`config.mk`:
```
export PLATFORM = sky130hd
export DESIGN_NAME = boot_ctrl
export DESIGN_NICKNAME = d
export VERILOG_FILES = /design/src/rtl/boot_ctrl_pkg.sv /design/src/rtl/boot_ctrl_word_pack.sv /design/src/rtl/boot_ctrl.sv
export SDC_FILE = /design/constraint.sdc
export NUM_CORES = 1
export LEC_CHECK = 0
export BUFFER_PORTS_ARGS = -buffer_cell sky130_fd_sc_hd__buf_2
export CORE_ASPECT_RATIO = 0.9
export CORE_MARGIN = 10
export CORE_UTILIZATION = 30
export DETAILED_ROUTE_END_ITERATION = 8
export PLACE_DENSITY_LB_ADDON = 0.15
export SYNTH_ARGS = -nofsm -noshare
export SYNTH_HDL_FRONTEND = slang
export SYNTH_SLANG_ARGS = --single-unit
```
`constraint.sdc`:
```
create_clock -name clk -period 1.6 [get_ports clk]
set_input_delay 0.16 -clock clk [delete_from_list [all_inputs] [get_ports clk]]
set_output_delay 0.16 -clock clk [all_outputs]
set_load 0.02 [all_outputs]
```
`src/rtl/boot_ctrl_pkg.sv`:
```
// rtl/boot_ctrl_pkg.sv - shared state encoding and word geometry for boot_ctrl
package boot_ctrl_pkg;

  localparam logic [1:0] ST_LOAD = 2'd0;
  localparam logic [1:0] ST_RUN  = 2'd1;
  localparam logic [1:0] ST_DONE = 2'd2;

  localparam int WORD_W = 32;

  // Big-endian placement: lane 0 lands in the top byte of the word.
  function automatic logic [4:0] lane_shift(input logic [1:0] lane);
    return 5'(WORD_W - 8) - {lane, 3'b000};
  endfunction

endpackage

```
`src/rtl/boot_ctrl_word_pack.sv`:
```
// rtl/boot_ctrl_word_pack.sv - packs loader bytes into big-endian instruction words
module word_pack
  import boot_ctrl_pkg::*;
(
  input  logic              clk,
  input  logic              rst_n,
  input  logic [7:0]        byte_in,
  input  logic              valid,
  input  logic              last,
  input  logic              clear,
  output logic [WORD_W-1:0] word,
  output logic              word_valid,
  output logic [1:0]        lane
);

  logic [WORD_W-1:0] acc;
  logic [WORD_W-1:0] merged;

  always_comb begin
    merged = acc | (WORD_W'(byte_in) << lane_shift(lane));
  end

  always_ff @(posedge clk or negedge rst_n) begin
    if (!rst_n) begin
      acc        <= '0;
      lane       <= 2'd0;
      word       <= '0;
      word_valid <= 1'b0;
    end else if (clear) begin
      acc        <= '0;
      lane       <= 2'd0;
      word_valid <= 1'b0;
    end else begin
      word_valid <= 1'b0;
      if (valid) begin
        // A final byte flushes the partial word; unfilled low lanes stay zero.
        if (lane == 2'd3 || last) begin
          word       <= merged;
          word_valid <= 1'b1;
          acc        <= '0;
          lane       <= 2'd0;
        end else begin
          acc  <= merged;
          lane <= lane + 2'd1;
        end
      end
    end
  end

endmodule

```
`src/rtl/boot_ctrl.sv`:
```
// rtl/boot_ctrl.sv - boot loader FSM: stream image into imem, release core, count cycles
// Optional watchdog enabled by defining BOOT_WATCHDOG_EN.
module boot_ctrl
  import boot_ctrl_pkg::*;
#(
  parameter int          IMEM_WORDS = 1024,
  parameter logic [31:0] WDOG_LIMIT = 32'd1000000
) (
  input  logic        clk,
  input  logic        rst_n,
  input  logic        in_valid,
  input  logic [7:0]  in_data,
  input  logic        in_last,
  output logic        in_ready,
  input  logic        restart,
  output logic        imem_we,
  output logic [31:0] imem_addr,
  output logic [31:0] imem_wdata,
  output logic        core_rst_n,
  input  logic        core_finish,
  output logic        busy,
  output logic        done,
  output logic        ovf,
  output logic        timeout,
  output logic [31:0] cycles
);

  localparam logic [29:0] MAX_WORDS = 30'(IMEM_WORDS);

  logic [1:0]        state;
  logic [1:0]        state_nxt;
  logic              pend;
  logic [29:0]       word_index;
  logic [WORD_W-1:0] pk_word;
  logic              pk_valid;
  logic [1:0]        pk_lane;
  logic              accept;
  logic              restart_ok;
  logic              room;
  logic              unused_lane;

  // pend marks the cycle the final word is written; no bytes are taken then.
  assign in_ready   = rst_n & (state == ST_LOAD) & ~pend;
  assign accept     = in_valid & in_ready;
  assign restart_ok = restart & (state == ST_DONE);
  assign room       = (word_index < MAX_WORDS);
  assign unused_lane = ^pk_lane;

  word_pack u_pack (
    .clk        (clk),
    .rst_n      (rst_n),
    .byte_in    (in_data),
    .valid      (accept),
    .last       (in_last),
    .clear      (restart_ok),
    .word       (pk_word),
    .word_valid (pk_valid),
    .lane       (pk_lane)
  );

  assign imem_we    = pk_valid & room;
  assign imem_addr  = {word_index, 2'b00};
  assign imem_wdata = pk_word;
  assign busy       = (state == ST_LOAD) || (state == ST_RUN);
  assign done       = (state == ST_DONE);

`ifdef BOOT_WATCHDOG_EN
  logic wd_hit;
  logic timeout_q;
  assign timeout = timeout_q;
`else
  assign timeout = 1'b0;
`endif

  always_comb begin
    state_nxt = state;
`ifdef BOOT_WATCHDOG_EN
    wd_hit = 1'b0;
`endif
    case (state)
      ST_LOAD: if (pend) state_nxt = ST_RUN;
      ST_RUN: begin
        if (core_finish) begin
          state_nxt = ST_DONE;
`ifdef BOOT_WATCHDOG_EN
        end else if (cycles == WDOG_LIMIT - 32'd1) begin
          state_nxt = ST_DONE;
          wd_hit    = 1'b1;
`endif
        end
      end
      ST_DONE: if (restart) state_nxt = ST_LOAD;
      default: state_nxt = ST_LOAD;
    endcase
  end

  always_ff @(posedge clk or negedge rst_n) begin
    if (!rst_n) begin
      state      <= ST_LOAD;
      pend       <= 1'b0;
      word_index <= '0;
      cycles     <= '0;
      ovf        <= 1'b0;
      core_rst_n <= 1'b0;
    end else begin
      state      <= state_nxt;
      core_rst_n <= (state_nxt != ST_LOAD);
      pend       <= accept & in_last;
      if (restart_ok) begin
        word_index <= '0;
        cycles     <= '0;
        ovf        <= 1'b0;
      end else begin
        if (imem_we) word_index <= word_index + 30'd1;
        if (pk_valid && !room) ovf <= 1'b1;
        if (state == ST_RUN) cycles <= cycles + 32'd1;
      end
    end
  end

`ifdef BOOT_WATCHDOG_EN
  always_ff @(posedge clk or negedge rst_n) begin
    if (!rst_n)          timeout_q <= 1'b0;
    else if (restart_ok) timeout_q <= 1'b0;
    else if (wd_hit)     timeout_q <= 1'b1;
  end
`endif

endmodule

```
==> impl_metrics.json <==
{
  "status": "complete, but fails checks",
  "violations": "setup timing",
  "wl_um": 18600,
  "initial_core_util": 0.307,
  "grt_pass1_vias": 5093,
  "regToRegStartpoint": "word_index[12]",
  "peakVddDrop_mv": 0.871,
  "cts_max_path_buffers": 2,
  "fp.dieH_um": 153,
  "syn_area_um2": 5940,
  "holdPathStages": 2,
  "dp_cells": 962,
  "critPathLaunchType": "flip-flop",
  "final_cells": 1030,
  "grt_use_total": 0.133,
  "wire_per_inst_um": 18.1,
  "drtPass1Iterations": 4,
  "fin_ws_ns": -0.298,
  "initialDrtViolationCount": 225,
  "seq_area_frac_synth": 0.565,
  "antenna_found_initial": 1,
  "die_w_um": 168,
  "synth_most_common_cell": "dfrtp_1",
  "whs_endpoint": "u_pack.acc[7]",
  "grt_max_degree": 135,
  "skew_ns": 0.0173,
  "seqCellArea_um2": 3380,
  "grt_pass1_wl_um": 28100,
  "area_growth_pct": 52.5,
  "async_flop_share": 1.00,
  "synth_top_area_frac": 0.565,
  "r2r_end": "word_index[6]",
  "total_power_mw": 15.2,
  "yosysTopAreaCell": "dfrtp_1",
  "overflow": 0,
  "end_kind": "output port",
  "synthCells": 567,
  "r2r_cells": 6,
  "synth_common_cells": "dfrtp_1, a21oi_1, nor2_1, nand2_1, nor2b_1",
  "path_class": "reg2out",
  "fin_crit_ns": 1.90,
  "antenna_cells": 0,
  "gp_congestion": 0.789,
  "post-route-util": 0.468,
  "hold_viol": 0,
  "clk_pin_slew_ns": 0.06,
  "hold_class": "in2reg",
  "clk_latency_ns": 0.42,
  "worst_pin_slew_ns": 0.822,
  "vias": 5156,
  "ys_types": 46,
  "pre_cts_ws_ns": -0.252,
  "clock-root-buffer": "clkbuf_16",
  "multi_input_area_um2": 3090,
  "numCtsBuffers": 17,
  "cp_data_required_time_ns": 1.44,
  "grt_setup_unrepaired": "yes",
  "slew_viol_final": 0,
  "tritoncts": "yes",
  "slew-limit-headroom": 0.452,
  "numClockSinks": 134,
  "port_buffers": 113,
  "core_area_um2": 19300,
  "ys.flop_type": "dfrtp_1",
  "syn_area_per_cell_um2": 10.5,
  "arrival_ns": 1.74,
  "power.leakage_nw": 4.32,
  "ff2ff_setup_slack_ns": -0.20,
  "synth_edf_count": 0,
  "max_freq_mhz": 527,
  "hold_start": "in_data[7]",
  "power_density_nw_per_um2": 1680,
  "n_fill_cell": 1821,
  "dp_hpwl_um": 12100,
  "h-tree-depth": 4,
  "ys_top_cells_by_area": "dfrtp_1, a21oi_1, nor2_1",
  "final_layout_size_suffix_gt1_frac": 0.518,
  "vias_per_cell": 5.01,
  "ys_warn_count": 0,
  "postRouteAntennaNets": 0,
  "dieArea_um2": 25800,
  "final-setup-viol-count": 67,
  "ys_ff_latch": 134,
  "drc": 0,
  "layout_worst_path_cycle_share": 1.19,
  "cp_max_fo": 3,
  "hold_ws_ns": 0.0904,
  "finalNetCount": 784,
  "placementRows": 48,
  "io_pins": 117,
  "max_cap_viol_count": 0
}
-- metal layers --
layer  wire, µm  part of all wire  GRT usage
met2       8960              0.48      0.206
met5          8           0.00043          0
met1       8660              0.47      0.176
met3        820             0.044     0.0413
met4        156            0.0084     0.0365
-- layout make-up --
cell class / instances / share of cell area
clock buffers: 18 / 0.0474
inverters: 2 / 0.000829
repair buffers: 220 / 0.186
well taps: 250 / 0.0346
multi-input cells: 392 / 0.341
flip-flops and latches: 134 / 0.373
clock inverters: 14 / 0.0170
-- cells by family after synthesis --
group,Yosys count,synth area share
DFF,134,0.565
AOI/OAI and AO/OA,137,0.132
adders and majority gates,3,0.00632
buffers and inverters,44,0.0407
muxes,21,0.0354
and+or+nand+nor,225,0.217
other,1,0.000632
xor gates and xnor gates,2,0.00295
-- layout by cell type (no fill, tap or decap), types with 5 or more instances in the layout --
| master | count |
|---|---|
| dfrtp_1 | 116 |
| buf_2 | 109 |
| buf_4 | 73 |
| a21oi_2 | 43 |
| a21oi_1 | 41 |
| nand2_1 | 37 |
| nor2_4 | 35 |
| clkbuf_16 | 22 |
| nor2b_1 | 21 |
| mux2i_1 | 21 |
| nor2_1 | 19 |
| dfrtp_2 | 18 |
| nand4_1 | 17 |
| buf_6 | 17 |
| a22o_1 | 16 |
| nand3_1 | 13 |
| o21ai_0 | 12 |
| buf_12 | 11 |
| and3_1 | 10 |
| nor4_4 | 9 |
| nand3_2 | 8 |
| o31ai_1 | 7 |
| and4_1 | 7 |
| clkinvlp_4 | 6 |
| nand2_2 | 5 |
| and2_1 | 5 |
| nor2_2 | 5 |
| a21oi_4 | 5 |
-- registers in the layout (all words and copies together) (netlist names), 2 cells and up --
name	count
cycles	32
u_pack.acc	32
u_pack.word	32
word_index	30
state	2
u_pack.lane	2
-- how the worst max path moves through the flow --
stage | start | endpoint | slack (ns) | cells past startpoint
floorplan | state[0] | u_pack.acc[24] | -0.21 | 7
global placement | word_index[29] | word_index[6] | -0.16 | 5
detailed placement | word_index[29] | word_index[6] | -0.25 | 5
CTS | word_index[16] | imem_we | -0.33 | 6
global route | word_index[13] | imem_we | -0.38 | 6
finish | word_index[13] | imem_we | -0.30 | 6
-- stage by stage --
step,setup TNS [ns],area (µm²)
2_1_floorplan,-10.59,6090
3_3_place_gp,-1.16,7310
3_5_place_dp,-1.75,7310
4_1_cts,-2.97,8170
5_1_grt,-10.93,9050
6_report,-3.08,9050
-- repair_timing --
action / 4_1_cts / 5_1_grt
endpoints found under the setup margin: 36 / 99
pin swaps: 11 / 36
gates cloned: 0 / 10
hold buffers: 4 / 0
resized for setup: 40 / 150
setup buffers: 12 / 14
endpoints found under the hold margin: 137 / 0
-- report_power, final --
group / switching (mW) / leakage, nW / internal, mW
clock: 1.56 / 0.266 / 2.31
sequential: 1.00 / 1.73 / 4.42
combinational: 3.41 / 2.32 / 2.48
-- worst max-delay path, stage by stage, from the launching register on --
cell,delay (ns)
dfrtp_2,0.43
nor4_4,0.32
buf_4,0.17
nand3_2,0.08
buf_6,0.14
nor2_4,0.07
buf_6,0.12
Note: power is estimated with default switching activity, not from simulation.
